[src/rtl/gpio_port.sv]
// gpio_port: CPU-bus GPIO with direction, synchronised input, set/clear/toggle and rising-edge IRQ.
// Define GPIO_PORT_IRQ_EN to build IEN/STAT/edge capture; otherwise irq is 0 and addr 3/4 read 0.
module gpio_port #(
  parameter int NUM_PINS = 8
) (
  input  logic                clk,
  input  logic                reset,
  input  logic                cs,
  input  logic                we,
  input  logic [2:0]          addr,
  input  logic [7:0]          data_in,
  output logic [7:0]          data_out,
  input  logic [NUM_PINS-1:0] pins_in,
  output logic [NUM_PINS-1:0] pins_out,
  output logic [NUM_PINS-1:0] pins_oe,
  output logic                irq
);
  logic [NUM_PINS-1:0] out_r, dir_r, s1, s2, wd;
  logic [7:0] rd, ien_rd, stat_rd;
  logic wr;
  assign wr = cs & we;
  assign wd = data_in[NUM_PINS-1:0];
  assign pins_out = out_r;
  assign pins_oe = dir_r;
  always_ff @(posedge clk) begin
    if (reset) begin
      out_r <= '0;
      dir_r <= '0;
      s1 <= '0;
      s2 <= '0;
      data_out <= '0;
    end else begin
      s1 <= pins_in;
      s2 <= s1;
      if (wr) begin
        out_r <= addr == 3'd0 ? wd :
                 addr == 3'd5 ? out_r | wd :
                 addr == 3'd6 ? out_r & ~wd :
                 addr == 3'd7 ? out_r ^ wd : out_r;
        if (addr == 3'd1) dir_r <= wd;
      end
      if (cs && !we) data_out <= rd;
    end
  end
`ifdef GPIO_PORT_IRQ_EN
  logic [NUM_PINS-1:0] prev, ien, stat;
  // new edges are OR'd in after the W1C mask so a coincident edge wins
  always_ff @(posedge clk) begin
    if (reset) begin
      prev <= '0;
      ien <= '0;
      stat <= '0;
    end else begin
      prev <= s2;
      if (wr && addr == 3'd3) ien <= wd;
      stat <= (stat & ~((wr && addr == 3'd4) ? wd : '0)) | (s2 & ~prev & ien);
    end
  end
  assign irq = |(stat & ien);
  assign ien_rd = 8'(ien);
  assign stat_rd = 8'(stat);
`else
  assign irq = 1'b0;
  assign ien_rd = 8'h00;
  assign stat_rd = 8'h00;
`endif
  always_comb begin
    rd = addr == 3'd0 ? 8'(out_r) :
         addr == 3'd1 ? 8'(dir_r) :
         addr == 3'd2 ? 8'(s2) :
         addr == 3'd3 ? ien_rd :
         addr == 3'd4 ? stat_rd : 8'h00;
  end
endmodule

[config.mk]
export PLATFORM = sky130hd
export DESIGN_NAME = gpio_port
export DESIGN_NICKNAME = d
export VERILOG_FILES = /design/src/rtl/gpio_port.sv
export SDC_FILE = /design/constraint.sdc
export NUM_CORES = 1
export LEC_CHECK = 0
export ABC_AREA = 1
export ABC_CLOCK_PERIOD_IN_PS = 1300
export CORE_MARGIN = 5
export CORE_UTILIZATION = 50
export DETAILED_ROUTE_END_ITERATION = 7
export PLACE_DENSITY = 0.82
export SLEW_MARGIN = 20
export SYNTH_ARGS = -nofsm -noshare
export SYNTH_HDL_FRONTEND = slang
export SYNTH_SLANG_ARGS = --single-unit
export TNS_END_PERCENT = 30
[constraint.sdc]
create_clock -name clk -period 1.3 [get_ports clk]
set_input_delay 0.325 -clock clk [delete_from_list [all_inputs] [get_ports clk]]
set_output_delay 0.325 -clock clk [all_outputs]
set_load 0.03 [all_outputs]
==> metrics.md, run 1 <==
| Metric | Value |
|---|---|
| Share of cells above drive strength 1 | `24.4%` |
| Fmax achieved | `808 MHz` |
| CTS sink cnt | `40` |
| CP Class | `in2reg` |
| Crit path required time | `1540 ps` |
| Count leader, synth | `nor2_1` |
| Reg clk slew, reported paths | `90 ps` |
| Library cells used by synthesis | `24` |
| Total CTS buffers | `5` |
| Syn nets | `352` |
| GRT met2 Usage | `31.6%` |
| Starting Density | `50.9%` |
| Drt drc | `0` |
| Layout overhead on the synthesized area | `33.9%` |
| Post-synthesis cell count | `313` |
| RSZ-0062 raised after global routing | `true` |
| Hold Crit Class | `reg2reg` |
| Synthesized flop and latch total | `40` |
| Area of the core | `0.00429 mm^2` |
| Nets | `423` |
| DIE HEIGHT | `76.1 um` |
| Tcrit/Tclk final | `95.2%` |
| Port bufs | `46` |
| Most used DFF post-synth | `dfxtp_1` |
| Placed inst area | `0.00274 mm^2` |
| Power Dens Cells | `985 mW/mm^2` |
| Commonest cells in the netlist | `nor2_1 (65), inv_1 (62), nand2_1 (41)` |
| Total GRT Usage | `18.5%` |
| # diodes | `0` |
| Initial antenna violation count | `0` |
| Initial detailed-routing violation count | `119` |
| Fill count | `368` |
| H-tree depth | `2` |
| CTS Root Cell | `clkbuf_8` |
| Finish-stage setup viols | `0` |
| Via-to-Cell Ratio | `4.92` |
| Critical Path Sink Type | `flip-flop` |
| GRT busiest layer | `met2` |
| Io pins | `48` |
| Worst-path maximum fanout | `8` |
| Via count | `2149` |
| Setup TNS Final | `0 ps` |
| Util after Layout | `68.2%` |
| WL final | `5380 um` |
| Placer congestion estimate | `0.824` |
| Largest net degree at the start of global routing | `17` |
| Top cells by area, synth | `dfxtp_1 (37%), nor2_1 (11%), inv_1 (11%), ha_1 (9.2%), nand2_1 (7.0%)` |
| Cts hold-fix bufs | `0` |
| DP Cell Count | `423` |
| Die area | `0.00580 mm^2` |
| Final hold viol count | `0` |
| Status | `finished, final reports clean` |
| Post-route design area | `0.00293 mm^2` |
| P_leak | `1.49 nW` |
| Avg Cell Area, Syn | `6.99 um^2` |
| HPWL after DPL | `3880 um` |
| Worst VDD drop | `693 uV` |
| Final non-filler cell total | `437` |
| Register area share after synthesis | `36.6%` |
| Antenna Nets Post-Route | `0` |
| Crit path DAT | `1480 ps` |
| Fin crit period | `1240 ps` |
| Met3 usage | `4.96%` |
| First-pass GRT wire length | `9000 um` |
| Max-slew violation count | `0` |
| Ys Warns | `0` |
| Number of global-route vias before repair | `2024` |
| Drt first pass iters | `5` |
| TritonCTS clock tree | `yes` |
| Top-area cell type share of the netlist area | `36.6%` |
| Overflow after GRT | `0` |
| Clk_skew | `9.23 ps` |
| MaxCap Viol Count | `0` |
| Cell taking the most area after synthesis | `dfxtp_1` |
| Avg WL per Cell | `12.3 um` |
| Post-Synthesis Cell Area | `0.00219 mm^2` |
| Worst-case clock buffer depth | `2` |
| Type of origin of the critical path | `input pin` |
| Tot Pwr | `2.89 mW` |
| Worst skew pair latency | `300 ps` |
| Die W | `76.1 um` |
| # rows | `24` |
| GR met1 Demand/Resource | `22.3%` |
| Async set or reset register ratio after synthesis | `0%` |
| Post-synth EDFFs | `0` |
sequential cells by signal (all words and copies together), names as in the netlist:
register,count
pins_out,8
data_out,8
pins_oe,8
s1,8
s2,8
metal layers:
metal	vias to the layer above	wire, um	share of wire, %
met1	971	2230	41
met2	72	2630	49
li1	1092	-	-
met3	14	388	7.2
met4	0	126	2.3
met5	-	0	0
worst max-delay path, stage by stage:
cell and delay [ps]:
dlygate4sd2_1 260, buf_6 140, nor3_4 230, inv_4 70, nor2_8 110, buf_6 150
o21ai_0 70, a21oi_1 120
logic make-up after synthesis:
logic type / Yosys count / share of synthesized area [%]
simple gates: 130 / 25.9
buf+inv: 77 / 15.7
compound gates: 49 / 12.4
flops: 40 / 36.6
fa+ha+maj: 16 / 9.15
other cells: 1 / 0.171
power by group:
part           internal (mW)  switching, mW  total (mW)
sequential              1.28         0.0297        1.31
combinational          0.228          0.308       0.536
clock                  0.578          0.464        1.04
total                   2.09          0.801        2.89
worst paths after layout:
kind	cells after the start	slack, ps	startpoint	endpoint
setup / recovery	8	60	addr[1]	pins_oe[7]
setup reg to reg	8	80	pins_out[3]	pins_out[3]
hold / removal	2	400	s1[6]	s2[6]
hold reg to reg	2	400	s1[6]	s2[6]
layout make-up:
class | instances | area (um^2) | area share, %
multi-input cells | 196 | 1050 | 35.8
flip-flops and latches | 40 | 807 | 27.6
repair buffers | 77 | 647 | 22.1
inverters | 64 | 246 | 8.42
clock buffers | 5 | 68.8 | 2.35
well taps | 52 | 65.1 | 2.22
clock inverters | 3 | 47.5 | 1.62
placed cells by master (no fill, tap or decap), drive strengths merged, types with 2 or more instances in the layout:
master,instances
a21oi,16
buf,55
clkbuf,6
clkdlybuf4s50,8
clkinv,2
dfxtp,40
dlygate4sd2,10
dlymetal6s2s,3
ha,16
inv,63
nand2,43
nand3,12
nand4,8
nor2,66
o21ai,33
stage by stage:
stage	hold WS, ps	setup WS (ps)
2_1_floorplan	388	-11.3
3_3_place_gp	389	-461
3_5_place_dp	395	-514
4_1_cts	405	3.74
5_1_grt	421	-9.55
6_report	400	63.0
timing repair:
item | 4_1_cts | 5_1_grt
resized for setup | 22 | 12
hold endpoints to repair | 0 | 0
pin swaps | 2 | 2
endpoints found under the setup margin | 24 | 23
buffers inserted | 6 | 0
Power figures use the tool's default switching activity.
==> inputs of run 2 (changes only) <==
--- a/config.mk
+++ b/config.mk
@@ -6,11 +6,12 @@
 export NUM_CORES = 1
 export LEC_CHECK = 0
 export ABC_AREA = 1
-export ABC_CLOCK_PERIOD_IN_PS = 1300
+export ABC_CLOCK_PERIOD_IN_PS = 1460
 export CORE_MARGIN = 5
 export CORE_UTILIZATION = 50
 export DETAILED_ROUTE_END_ITERATION = 7
 export PLACE_DENSITY = 0.82
+export SKIP_CTS_REPAIR_TIMING = 1
 export SLEW_MARGIN = 20
 export SYNTH_ARGS = -nofsm -noshare
 export SYNTH_HDL_FRONTEND = slang
==> constraint.sdc (replaced) <==
create_clock -name clk -period 1.46 [get_ports clk]
set_input_delay 0.365 -clock clk [delete_from_list [all_inputs] [get_ports clk]]
set_output_delay 0.365 -clock clk [all_outputs]
set_load 0.03 [all_outputs]
==> run 2 against run 1 <==
Effect of this change:
- combinational power shrank 6.9%
- core utilization up 2.0 points
- register-to-register slack improved by 100 ps
- final cell count did not move
- clock-buffer cell count is 1 higher
- sequential power down 11%
- sequential share of layout area is 1.0 points lower
- sequential cell count stayed put
==> metrics.md, run 2 (same netlist as run 1, synthesis figures left out) <==
| Metric | Value |
|---|---|
| CTS sink cnt | `40 (unchanged)` |
| WL final | `5430 um (was 5380 um)` |
| CTS Root Cell | `clkbuf_8 (unchanged)` |
| Fill count | `356 (was 368)` |
| P_leak | `1.74 nW (was 1.49 nW)` |
| Worst skew pair latency | `290 ps (was 300 ps)` |
| Clk network pwr share | `36.6% (was 36.1%)` |
| Starting Density | `50.9% (unchanged)` |
| FF+latch area | `801 um^2 (was 807 um^2)` |
| Comb pwr share | `19.1% (was 18.6%)` |
| Switching part of the total | `26.6% (was 27.7%)` |
| Clk_skew | `5.87 ps (was 9.23 ps)` |
| Pre-CTS setup slack | `-390 ps (was -514 ps)` |
| MaxCap Viol Count | `0 (unchanged)` |
| Type of origin of the critical path | `input pin (unchanged)` |
| Reg clk slew, reported paths | `70 ps (was 90 ps)` |
| Crit path DAT | `1610 ps (was 1480 ps)` |
| Layout overhead on the synthesized area | `37.9% (was 33.9%)` |
| Hold slack | `406 ps (was 400 ps)` |
| Worst-case clock buffer depth | `2 (unchanged)` |
| Finish-stage setup viols | `0 (unchanged)` |
| Max-slew violation count | `0 (unchanged)` |
| Int Pwr | `1.92 mW (was 2.09 mW)` |
| Tcrit/Tclk final | `97.9%` |
| Commonest non-fill, non-tap cell in the layout | `nor2_1 (unchanged)` |
| Worst VDD drop | `793 uV (was 693 uV)` |
| Die W | `76.1 um (unchanged)` |
| Avg WL per Cell | `12.4 um (was 12.3 um)` |
| Port bufs | `46 (unchanged)` |
| Fmax achieved | `700 MHz` |
| Total GRT Usage | `18.6% (was 18.5%)` |
| Overflow after GRT | `0 (unchanged)` |
| Initial detailed-routing violation count | `89 (was 119)` |
| Initial antenna violation count | `0 (unchanged)` |
| Setup TNS Final | `0 ps (unchanged)` |
| # rows | `24 (unchanged)` |
| Final worst slack | `30.7 ps (was 63.0 ps)` |
| Nets | `423 (unchanged)` |
| HPWL after DPL | `4040 um (was 3880 um)` |
| Power Dens Cells | `867 mW/mm^2 (was 985 mW/mm^2)` |
| Worst-path maximum fanout | `3 (was 8)` |
| RSZ-0062 raised after global routing | `true (unchanged)` |
| # diodes | `0 (unchanged)` |
| Io pins | `48 (unchanged)` |
| Drt drc | `0 (unchanged)` |
| Drt first pass iters | `5 (unchanged)` |
| Critical Path Sink Type | `flip-flop (unchanged)` |
| Hold Crit Class | `reg2reg (unchanged)` |
| Multi-input gate area | `0.00106 mm^2 (was 0.00105 mm^2)` |
| Share of cells above drive strength 1 | `15.8% (was 24.4%)` |
| Via count | `2136 (was 2149)` |
| Crit path required time | `1640 ps (was 1540 ps)` |
| H-tree depth | `2 (unchanged)` |
| Largest net degree at the start of global routing | `17 (unchanged)` |
| Net Sw Power | `0.696 mW (was 0.801 mW)` |
| Antenna Nets Post-Route | `0 (unchanged)` |
| Flop pwr share | `44.4% (was 45.3%)` |
| Status | `finished, final reports clean (unchanged)` |
| Final hold viol count | `0 (unchanged)` |
| DIE HEIGHT | `76.1 um (unchanged)` |
| Number of global-route vias before repair | `2060 (was 2024)` |
| Die area | `0.00580 mm^2 (unchanged)` |
| First-pass GRT wire length | `9130 um (was 9000 um)` |
| Fin crit period | `1430 ps` |
| Total CTS buffers | `5 (unchanged)` |
| Via-to-Cell Ratio | `4.89 (was 4.92)` |
| Placer congestion estimate | `0.863 (was 0.824)` |
| Area of the core | `0.00429 mm^2 (unchanged)` |
| Util after Layout | `70.3% (was 68.2%)` |
| Most frequent cells in the layout | `nor2_1 (65), inv_1 (62), nand2_1 (40), dfxtp_1 (40), buf_4 (36) (was nor2_1 (64), inv_1 (53), buf_4 (51))` |
| CP Class | `in2reg (unchanged)` |
| TritonCTS clock tree | `yes (unchanged)` |
run 2: changes by cell type in the layout (fill, tap and decap cells not counted), moves of 3 or more:
cell / delta
dlymetal6s2s_1: +17
buf_4: -15
clkdlybuf4s50_1: +11
dlygate4sd2_1: -10
inv_1: +9
inv_2: -8
dfxtp_1: +5
dfxtp_2: -5
buf_6: -3
run 2: worst paths after layout:
path	from	endpoint	slack, ps	cells past startpoint
max	data_in[1]	pins_out[1]	30	9
min	s1[1]	s2[1]	410	2
max reg2reg	pins_out[4]	pins_out[4]	180	9
min reg2reg	s1[1]	s2[1]	410	2
run 2: final cells by class:
type / count / share of cell area (%)
Inverter: 64 / 8.05
Timing Repair Buffer: 76 / 24.2
Clock buffer: 6 / 2.74
Clock inverter: 2 / 1.29
Multi-Input combinational cell: 197 / 35.0
Sequential cell: 40 / 26.5
Tap cell: 52 / 2.16
run 2: power by group through the flow:
stage | Combinational (mW) | Clock (mW) | Sequential, mW
2_1_floorplan | 0.229 | 0 | 1.24
3_3_place_gp | 0.481 | 0 | 1.19
3_5_place_dp | 0.496 | 0 | 1.19
4_1_cts | 0.497 | 0.973 | 1.16
5_1_grt | 0.551 | 1.03 | 1.17
6_report | 0.499 | 0.956 | 1.16
run 2: layer usage:
layer  share of wire, %  global-route usage, %
met1                 41                   21.7
met2                 51                   32.5
met3                6.2                   4.14
met4                2.0                   7.52
met5                  0                      0
run 2: metrics by stage:
stage	instance area, um^2	power, mW	std cells
CTS	2950	2.63	435
finish	3020	2.62	437
global placement	2820	1.67	427
floorplan	2190	1.46	313
global route	3020	2.75	437
detailed placement	2820	1.68	427
run 2: critical path, stage by stage:
cell	delay, ps
clkdlybuf4s50_1	490
inv_1	80
ha_1	290
inv_1	60
nand2_1	50
nand3_1	70
nand2_1	60
nand2_1	80
a21oi_2	60
==> inputs of run 3 (changes only) <==
--- a/config.mk
+++ b/config.mk
@@ -7,10 +7,12 @@
 export LEC_CHECK = 0
 export ABC_AREA = 1
 export ABC_CLOCK_PERIOD_IN_PS = 1460
+export CORE_ASPECT_RATIO = 1.75
 export CORE_MARGIN = 5
 export CORE_UTILIZATION = 50
 export DETAILED_ROUTE_END_ITERATION = 7
 export PLACE_DENSITY = 0.82
+export REMOVE_ABC_BUFFERS = 1
 export SKIP_CTS_REPAIR_TIMING = 1
 export SLEW_MARGIN = 20
 export SYNTH_ARGS = -nofsm -noshare
==> run 3 against run 2 <==
Effect of this change:
- core utilization grew 0.70 points
- register-to-register slack improved by 30 ps
- die area rose by 0.90%
- critical path type unchanged
==> metrics.md, run 3 (same netlist as run 1, synthesis figures left out) <==
| Metric | Value |
|---|---|
| Max-slew violation count | `0 (unchanged)` |
| Io pins | `48 (unchanged)` |
| WL final | `5610 um (was 5430 um)` |
| Reg clk slew, reported paths | `80 ps (was 70 ps)` |
| Sequence of cells on the critical path | `clkdlybuf4s50_1, nand2_1, buf_4, nor2_8, o21ai_0, a21oi_1 (was clkdlybuf4s50_1, inv_1, ha_1, inv_1, nand2_1, nand3_1, nand2_1, nand2_1, a21oi_2)` |
| Util after Layout | `70.9% (was 70.3%)` |
| Critical Path Sink Type | `flip-flop (unchanged)` |
| Worst-path maximum fanout | `16 (was 3)` |
| MaxCap Viol Count | `0 (unchanged)` |
| Drt first pass iters | `4 (was 5)` |
| Antenna Nets Post-Route | `0 (unchanged)` |
| Total CTS buffers | `5 (unchanged)` |
| Layout overhead on the synthesized area | `40.3% (was 37.9%)` |
| Worst-case clock buffer depth | `2 (unchanged)` |
| HPWL after DPL | `4140 um (was 4040 um)` |
| Fin crit period | `1400 ps (was 1430 ps)` |
| Largest net degree at the start of global routing | `20 (was 17)` |
| First-pass GRT wire length | `9090 um (was 9130 um)` |
| Total GRT Usage | `20.0% (was 18.6%)` |
| Post-route design area | `0.00307 mm^2 (was 0.00302 mm^2)` |
| Via-to-Cell Ratio | `4.88 (was 4.89)` |
| Int Pwr | `1.93 mW (was 1.92 mW)` |
| Net Sw Power | `0.711 mW (was 0.696 mW)` |
| Tcrit/Tclk final | `95.6% (was 97.9%)` |
| Initial antenna violation count | `0 (unchanged)` |
| Flop pwr share | `44.0% (was 44.4%)` |
| Crit path max-delay cell type | `clkdlybuf4s50_1 (unchanged)` |
| Fill count | `330 (was 356)` |
| Placer congestion estimate | `0.912 (was 0.863)` |
| Starting Density | `50.6% (was 50.9%)` |
| Number of global-route vias before repair | `2172 (was 2060)` |
| Worst VDD drop | `791 uV (was 793 uV)` |
| Die area | `0.00585 mm^2 (was 0.00580 mm^2)` |
| Most frequent cells in the layout | `nor2_1 (64), inv_1 (58), buf_4 (42) (was nor2_1 (65), inv_1 (62), nand2_1 (40), dfxtp_1 (40), buf_4 (36))` |
| Placed inst area | `0.00285 mm^2 (was 0.00282 mm^2)` |
| CTS sink cnt | `40 (unchanged)` |
| Fmax achieved | `717 MHz (was 700 MHz)` |
| P_leak | `1.76 nW (was 1.74 nW)` |
| Crit path required time | `1690 ps (was 1640 ps)` |
| Finish-stage setup viols | `0 (unchanged)` |
| CP Launch Point | `we (was data_in[1])` |
| Die W | `60.0 um (was 76.1 um)` |
| Port bufs | `46 (unchanged)` |
| Area of the core | `0.00432 mm^2 (was 0.00429 mm^2)` |
| # rows | `32 (was 24)` |
| Clk network pwr share | `36.5% (was 36.6%)` |
| Share of cells above drive strength 1 | `17.9% (was 15.8%)` |
| Status | `finished, final reports clean (unchanged)` |
| Beginning of the worst hold path | `s1[2] (was s1[1])` |
| Power Dens Cells | `860 mW/mm^2 (was 867 mW/mm^2)` |
| Type of origin of the critical path | `input pin (unchanged)` |
| Switching part of the total | `27.0% (was 26.6%)` |
| Buf/Inv on CP | `2 (was 3)` |
| DIE HEIGHT | `97.5 um (was 76.1 um)` |
| Initial detailed-routing violation count | `62 (was 89)` |
| # diodes | `0 (unchanged)` |
| Via count | `2152 (was 2136)` |
| Comb pwr share | `19.5% (was 19.1%)` |
| Avg WL per Cell | `12.7 um (was 12.4 um)` |
| Drt drc | `0 (unchanged)` |
| R2R Path Start | `pins_out[5] (was pins_out[4])` |
| Final hold viol count | `0 (unchanged)` |
| Crit path max-delay family | `buffers and inverters (unchanged)` |
| CTS Root Cell | `clkbuf_8 (unchanged)` |
| TritonCTS clock tree | `yes (unchanged)` |
| Overflow after GRT | `0 (unchanged)` |
| Clk_skew | `6.84 ps (was 5.87 ps)` |
| Nets | `428 (was 423)` |
| Setup TNS Final | `0 ps (unchanged)` |
| Crit path DAT | `1620 ps (was 1610 ps)` |
| Worst skew pair latency | `300 ps (was 290 ps)` |
| H-tree depth | `2 (unchanged)` |
| Slowest stage delay, CP | `470 ps (was 490 ps)` |
| Commonest non-fill, non-tap cell in the layout | `nor2_1 (unchanged)` |
| Hold Crit Class | `reg2reg (unchanged)` |
| CP Class | `in2reg (unchanged)` |
-- run 3: stage by stage --
stage / total power [mW] / setup WS (ps) / hold WS (ps) / std cells
after CTS: 2.65 / -274 / 411 / 439
final: 2.64 / 64.5 / 410 / 441
after global routing: 2.76 / -35.3 / 422 / 441
after detailed placement: 1.69 / -393 / 399 / 431
after floorplan: 1.43 / 141 / 388 / 300
after global placement: 1.67 / -358 / 391 / 431
-- run 3: worst reg2reg max path: stages, from the launching register on --
cell and delay (ps):
dfxtp_1 340, buf_4 130, inv_1 50, ha_1 260, inv_1 40, nand2_1 60
nand3_1 70, nand2_1 60, nand2_1 40, a21oi_1 120
-- run 3: path summary, 6_finish.rpt --
kind,end,slack [ps],cells past startpoint
max,pins_oe[2],60,6
min,s2[2],410,2
max reg2reg,pins_out[5],210,9
min reg2reg,s2[2],410,2
-- run 3: layer usage --
metal	vias to the layer above	track usage (%)	routed length [um]
li1	1105	-	-
met1	974	21.2	2160
met2	56	36.4	3080
met3	17	2.93	198
met4	0	9.39	170
met5	-	0	0
-- run 3: area by class of cell --
type | instances | area, um^2 | share of cell area [%]
sequential | 40 | 801 | 26.1
clock inverter | 2 | 38.8 | 1.26
multi-input combinational | 196 | 1070 | 34.7
inverter | 64 | 246 | 8.03
tap | 51 | 63.8 | 2.08
clock buffer | 6 | 82.6 | 2.69
timing repair buffer | 82 | 769 | 25.1
-- run 3: power by group through the flow --
stage	combinational [mW]	sequential [mW]	clock, mW
2_1_floorplan	0.196	1.24	0
3_3_place_gp	0.488	1.19	0
3_5_place_dp	0.499	1.19	0
4_1_cts	0.504	1.16	0.983
5_1_grt	0.565	1.17	1.02
6_report	0.515	1.16	0.962
